### src/rtl/mem_stage.sv
// Memory-access pipeline stage: data-memory handshake, branch redirect, stall and the MEM/WB register.
// Optional build macro MEM_ALIGN_CHECK_EN suppresses misaligned accesses and adds the misaligned output.
module mem_stage #(
    parameter int unsigned TIMEOUT = 16
) (
    input  logic        clk,
    input  logic        reset_n,
    input  logic [1:0]  wb_ctl,
    input  logic        branch,
    input  logic        memread,
    input  logic        memwrite,
    input  logic        zero,
    input  logic [31:0] EX_MEM_NPC,
    input  logic [31:0] alu_result,
    input  logic [31:0] rdata2out,
    input  logic [4:0]  five_bit_muxout,
    output logic        dmem_req,
    output logic        dmem_we,
    output logic [31:0] dmem_addr,
    output logic [31:0] dmem_wdata,
    input  logic [31:0] dmem_rdata,
    input  logic        dmem_ready,
    output logic        stall,
    output logic        pcsrc,
    output logic [31:0] branch_target,
    output logic        bus_error,
`ifdef MEM_ALIGN_CHECK_EN
    output logic        misaligned,
`endif
    output logic [1:0]  mem_wb_ctl,
    output logic [31:0] mem_wb_read_data,
    output logic [31:0] mem_wb_alu_result,
    output logic [4:0]  mem_wb_rd
);

    localparam logic [0:0] IDLE = 1'b0;
    localparam logic [0:0] WAIT = 1'b1;
    localparam logic [7:0] CNT_LAST = 8'(TIMEOUT - 1);

    logic [0:0]  state_q, state_d;
    logic [7:0]  cnt_q, cnt_d;
    logic        bus_error_q, bus_error_d;
    logic [1:0]  mem_wb_ctl_q, mem_wb_ctl_d;
    logic [31:0] mem_wb_read_data_q, mem_wb_read_data_d;
    logic [31:0] mem_wb_alu_result_q, mem_wb_alu_result_d;
    logic [4:0]  mem_wb_rd_q, mem_wb_rd_d;

    logic access;
    logic misalign_hit;
    logic mem_access;
    logic req_c;
    logic stall_c;
    logic capture;
    logic bubble;

    assign access = memread | memwrite;

`ifdef MEM_ALIGN_CHECK_EN
    logic misaligned_q, misaligned_d;

    assign misalign_hit = access & (alu_result[1:0] != 2'b00);
    assign misaligned_d = (state_q == IDLE) & misalign_hit;
    assign misaligned   = misaligned_q;
`else
    assign misalign_hit = 1'b0;
`endif

    assign mem_access = access & ~misalign_hit;

    assign pcsrc         = branch & zero;
    assign branch_target = EX_MEM_NPC;
    assign dmem_we       = memwrite;
    assign dmem_addr     = alu_result & 32'hFFFF_FFFC;
    assign dmem_wdata    = rdata2out;

    // Reset overrides the handshake so nothing is requested or held while the core restarts.
    assign dmem_req = reset_n & req_c;
    assign stall    = reset_n & stall_c;

    always_comb begin
        state_d     = state_q;
        cnt_d       = cnt_q;
        bus_error_d = 1'b0;
        req_c       = mem_access;
        stall_c     = 1'b0;
        capture     = 1'b0;
        bubble      = 1'b0;

        case (state_q)
            IDLE: begin
                if (!mem_access) begin
                    capture = ~misalign_hit;
                    bubble  = misalign_hit;
                end else if (dmem_ready) begin
                    capture = 1'b1;
                end else begin
                    stall_c = 1'b1;
                    bubble  = 1'b1;
                    state_d = WAIT;
                    cnt_d   = 8'd0;
                end
            end
            WAIT: begin
                if (!mem_access) begin
                    bubble  = 1'b1;
                    state_d = IDLE;
                end else if (dmem_ready) begin
                    capture = 1'b1;
                    state_d = IDLE;
                end else if (cnt_q == CNT_LAST) begin
                    // Abort cycle: withdraw the request and let the pipeline move on with a bubble.
                    req_c       = 1'b0;
                    bubble      = 1'b1;
                    bus_error_d = 1'b1;
                    state_d     = IDLE;
                end else begin
                    stall_c = 1'b1;
                    bubble  = 1'b1;
                    cnt_d   = cnt_q + 8'd1;
                end
            end
            default: begin
                state_d = IDLE;
                bubble  = 1'b1;
            end
        endcase
    end

    always_comb begin
        mem_wb_ctl_d        = mem_wb_ctl_q;
        mem_wb_read_data_d  = mem_wb_read_data_q;
        mem_wb_alu_result_d = mem_wb_alu_result_q;
        mem_wb_rd_d         = mem_wb_rd_q;

        if (capture) begin
            mem_wb_ctl_d        = wb_ctl;
            mem_wb_alu_result_d = alu_result;
            mem_wb_rd_d         = five_bit_muxout;
            if (mem_access && memread) begin
                mem_wb_read_data_d = dmem_rdata;
            end
        end else if (bubble) begin
            mem_wb_ctl_d = 2'b00;
        end
    end

    always_ff @(posedge clk) begin
        if (!reset_n) begin
            state_q             <= IDLE;
            cnt_q               <= 8'd0;
            bus_error_q         <= 1'b0;
            mem_wb_ctl_q        <= 2'b00;
            mem_wb_read_data_q  <= 32'd0;
            mem_wb_alu_result_q <= 32'd0;
            mem_wb_rd_q         <= 5'd0;
        end else begin
            state_q             <= state_d;
            cnt_q               <= cnt_d;
            bus_error_q         <= bus_error_d;
            mem_wb_ctl_q        <= mem_wb_ctl_d;
            mem_wb_read_data_q  <= mem_wb_read_data_d;
            mem_wb_alu_result_q <= mem_wb_alu_result_d;
            mem_wb_rd_q         <= mem_wb_rd_d;
        end
    end

`ifdef MEM_ALIGN_CHECK_EN
    always_ff @(posedge clk) begin
        if (!reset_n) begin
            misaligned_q <= 1'b0;
        end else begin
            misaligned_q <= misaligned_d;
        end
    end
`endif

    assign bus_error         = bus_error_q;
    assign mem_wb_ctl        = mem_wb_ctl_q;
    assign mem_wb_read_data  = mem_wb_read_data_q;
    assign mem_wb_alu_result = mem_wb_alu_result_q;
    assign mem_wb_rd         = mem_wb_rd_q;

endmodule

### config.mk
export PLATFORM = sky130hd
export DESIGN_NAME = mem_stage
export DESIGN_NICKNAME = d
export VERILOG_FILES = /design/src/rtl/mem_stage.sv
export SDC_FILE = /design/constraint.sdc
export NUM_CORES = 1
export LEC_CHECK = 0
export CORE_AREA = 2 2 122 124
export CTS_CLUSTER_SIZE = 8
export DETAILED_ROUTE_END_ITERATION = 10
export DIE_AREA = 0 0 124 126
export PLACE_DENSITY = 0.69
export SLEW_MARGIN = 20
export SYNTH_ARGS = -nofsm -noshare
export SYNTH_HDL_FRONTEND = slang
export SYNTH_SLANG_ARGS = --single-unit
### constraint.sdc
create_clock -name clk -period 1.9 [get_ports clk]
set_input_delay 0.285 -clock clk [delete_from_list [all_inputs] [get_ports clk]]
set_output_delay 0.285 -clock clk [all_outputs]
set_load 0.005 [all_outputs]
# ---- Word-level counts from Yosys, hierarchy flattened
# Cells that the tools add are included.
# Widths: inputs -> output; s select.
dict set report word_totals {
  input_bits 142
  ff_bits 81
  output_inout_bits 172
}
dict set report op_classes {
  n_mux 24
  add_sub_neg 1
  bitwise 7
  eq_ne 6
  n_reduce_logical 5
}
# op count
set op_table {}
lappend op_table {{$mux 8} 5}
lappend op_table {{$pmux 8 s2} 1}
lappend op_table {{$mux 1} 13}
lappend op_table {{$add 8x1->8 const B} 1}
lappend op_table {{$eq 8x4->1 const B} 1}
lappend op_table {{$ne 2x2->1 const B} 4}
lappend op_table {{$pmux 1 s2} 3}
lappend op_table {{$reduce_and 5->1} 1}
lappend op_table {{$mux 2} 2}
lappend op_table {{$reduce_or 4->1} 1}
lappend op_table {{$and 1x1->1} 3}
lappend op_table {{$not 1->1} 3}
lappend op_table {{$ne 2x1->1 const B} 1}
lappend op_table {{$reduce_and 2->1} 1}
lappend op_table {{$reduce_bool 2->1} 1}
lappend op_table {{$logic_and 1x1->1} 1}
lappend op_table {{$or 1x1->1} 1}

# ---- Depth between registers and ports, before layout
# Gate-level depths: netlist of the first run.
dict set report depth {
  depth_word 6
  ltp_mapped 6
}

# ---- Worst setup path before layout of the first run
# OpenSTA, ideal clock, no wires.
dict set report synth_timing {
  path_kind {reg-to-output}
  from {register cnt_q[6]}
  to {output port stall}
  slack_ns 0.356
  required_ns 1.615
  path_stages_with_launch 5
  t_arrival_ns 1.259
  path_cell_list {dfxtp_1 -> or4_4 -> nor2_2 -> nor2_1 -> and2_1}
}
dict set report synth_via {
  elab_chain_cells 6
}
# element line
set synth_lines {}
lappend synth_lines {{start: declaration} 41} ;# logic [7:0] cnt_q, cnt_d;
lappend synth_lines {{start signal: assignment} 158} ;# cnt_q <= cnt_d;
lappend synth_lines {{$eq 8x4->1} 110} ;# end else if (cnt_q == CNT_LAST) begin
lappend synth_lines {{$mux 1} 110}
lappend synth_lines {{$mux 1} 107} ;# end else if (dmem_ready) begin
lappend synth_lines {{$mux 1} 104} ;# if (!mem_access) begin
lappend synth_lines {{$pmux 1 s2} 89} ;# case (state_q)
lappend synth_lines {{$and 1x1->1} 78} ;# assign stall = reset_n & stall_c;
lappend synth_lines {{end: declaration} 23} ;# output logic stall,
# No other way between the ends.

# ---- Final worst setup path of the first run
dict set report layout_timing {
  from {register cnt_q[5]}
  to {output port stall}
}
# Same word-level chain as after synthesis.

==> reports/metrics.cfg, run 1 <==
[routing]
routedWlPerCell_um=14.20
drtIter0Drc=82
drtAntennaViolNets=0
drc=0
wirelength_um=10720
vias_per_cell=4.356
drt_first_pass_iters=4
dr_total_vias=3289

[min_path]
hold_class=input pin to flop
min_delay_path_depth=3
worstHoldStart=reset_n
min_to=cnt_q[2]

[timing]
rsz0062_at_grt=yes
clock.fmax_ghz=0.5124
final-setup-viol-count=1
fin_ws_ns=-0.05146
min_period_ns=1.951
slew_violations=0
hold_ws_ns=0.3878
fin_crit_sh_pct=102.7
skew_ns=0.007636
finalHoldViolCount=0

[setup_path]
cp.required_ns=1.62
worst_setup_path_start_kind=flop
rrSetupSlack_ns=0.30
cp.arrival_ns=1.67
worstReg2RegEnd=cnt_q[2]
crit_fanout=3
crit_path_end_kind=primary output
reg2reg_depth=5
worst-setup-path-type=flop to primary output
reg2reg_from=cnt_q[5]

[power_and_ir_drop]
p_leak_nw=2.146
max-vdd-ir-drop_mv=0.4408
powerDensity_nw_per_um2=790.1
total_power_mw=4.499

[logic_synthesis]
synth-seq-cells=81
synth_top_area_share_pct=42.08
yosysTopAreaCell=dfxtp_1
ys_warn_count=0
async_flop_share_pct=0
ys_dominant_reg_cell=dfxtp_1
synth.top_cells.by_count=nand2_1 (145), buf_4 (100), dfxtp_1 (81)
synth_most_common_cell=nand2_1
syn_area_um2=3854
yosysSeqAreaShare_pct=42.08
synth-edff-count=0
syn_area_per_cell_um2=8.270
ys_types=38
netlist_instances=466
ys_top_cells_by_area=dfxtp_1 (42%), buf_4 (19%), nand2_1 (14%)

[global_routing]
grt_overflow_total=0
antenna_found_initial=0
grt_pass1_vias=3243
grt_pass1_wl_um=16250
grt_usage_pct=13.71
grt_max_degree=46

[floorplanning]
start_util_pct=26.92
rows=44
dieArea_um2=15620
die_h_um=126
io_pins=314
core_area_um2=14310
die_w_um=124

[place]
port_buffers=183
dp_hpwl_um=8086
gp_congestion=0.8346

[finish]
n_fill_cell=1451
drive_above_1_share_pct=10.51
syn_to_final_growth_pct=47.76
n_antenna_cell=0
nets=710

[clocking]
cts_buffer_depth=2
htree_levels=3
clock-sinks=81
tritoncts=yes
cts-buffers-inserted=9
hold_buffers=0
clk_latency_ns=0.34
path_clk_slew_ns=0.06
root_buffer=clkbuf_16

[run]
cap_violations=0

[status]
status=finished, violations left
violations=negative setup slack

## routing by layer
metal	vias to the layer above	share of wire, %	GRT usage (%)
li1	1604	-	-
met1	1488	37	13.86
met2	160	50	23.95
met3	37	9.5	4.348
met4	0	3.8	8.790
met5	-	0	0
## flip-flops by register name (all words and copies together) (netlist names)
signal,count
state_q,1
mem_wb_alu_result,32
mem_wb_rd,5
cnt_q,8
mem_wb_read_data,32
bus_error,1
mem_wb_ctl,2
## how the worst max path moves through the flow
stage,start,endpoint,cells after the start,slack (ns)
after floorplan,cnt_q[6],stall,4,0.36
after global placement,memwrite,dmem_req,5,-0.04
after detailed placement,memwrite,mem_wb_alu_result[8],7,-0.09
after CTS,cnt_q[5],stall,5,-0.07
after global routing,cnt_q[5],stall,5,-0.11
final,cnt_q[5],stall,5,-0.05
## power by group
part | total [mW] | switching, mW | internal (mW)
clock | 1.95 | 0.681 | 1.27
sequential | 1.83 | 0.0436 | 1.79
combinational | 0.716 | 0.266 | 0.450
total | 4.50 | 0.991 | 3.51
## per-stage QoR
step                      setup TNS (ns)  std cells  setup WS, ns  area, um2  utilization (%)
after floorplan                        0        467        0.3560       3857                -
final                           -0.05146        755      -0.05146       5694            39.78
after global routing             -0.1635        755       -0.1110       5694            39.78
after CTS                       -0.08800        752      -0.07257       5655            39.51
after detailed placement          -1.314        736      -0.09305       5311            37.11
after global placement          -0.07941        736      -0.04122       5311            37.11
## cells in the final DEF, fill, tap and decap left out, types with 2 or more instances in the layout
cell             instances
clkdlybuf4s50_1        180
nand2_1                145
dfxtp_1                 77
a21boi_0                55
buf_4                   24
a21boi_1                14
clkbuf_16                9
and2_1                   4
nor2_1                   4
nand3_1                  4
and3_1                   4
dfxtp_2                  4
buf_12                   4
o21ai_0                  3
bufinv_16                3
buf_2                    3
nand4_1                  2
xor2_1                   2
nand2b_1                 2
o22ai_1                  2
conb_1                   2
clkinv_2                 2
## what timing repair did
item	CTS	global route
endpoints found under the setup margin	2	2
gates resized for setup	12	5
pin swaps	5	3
hold endpoints to repair	0	0
setup buffers	1	3
## worst max-delay path: stages (launching register included)
cell,delay [ns]
dfxtp_2,0.32
or4_4,0.58
nor2_4,0.12
nor2_2,0.05
and2_1,0.14
buf_2,0.12
## cells by family (layout without fill, tap and decap cells)
| family | Yosys count | count (layout) | share of synthesized area (%) |
|---|---|---|---|
| flops | 81 | 81 | 42.08 |
| compound gates | 85 | 85 | 16.40 |
| buf+inv | 122 | 226 | 22.01 |
| fa+ha+maj | 1 | 1 | 0.3246 |
| simple gates | 173 | 173 | 18.41 |
| other cells | 1 | 2 | 0.09731 |
| xor+xnor | 3 | 3 | 0.6819 |
## area by class of cell
| type | count | area [um2] | area share, % |
|---|---|---|---|
| clock buffer | 9 | 225.2 | 3.955 |
| sequential | 81 | 1627 | 28.57 |
| multi-input combinational | 264 | 1428 | 25.07 |
| timing repair buffer | 211 | 2077 | 36.48 |
| clock inverter | 6 | 107.6 | 1.890 |
| tap | 184 | 230.2 | 4.043 |
Note: power is estimated with default switching activity, not from simulation.
==> run 2, diff against run 1 <==
- SLEW_MARGIN: 20 -> 5
==> results of run 2 <==
The final DEF is identical to that of run 1; final timing and power are the same.
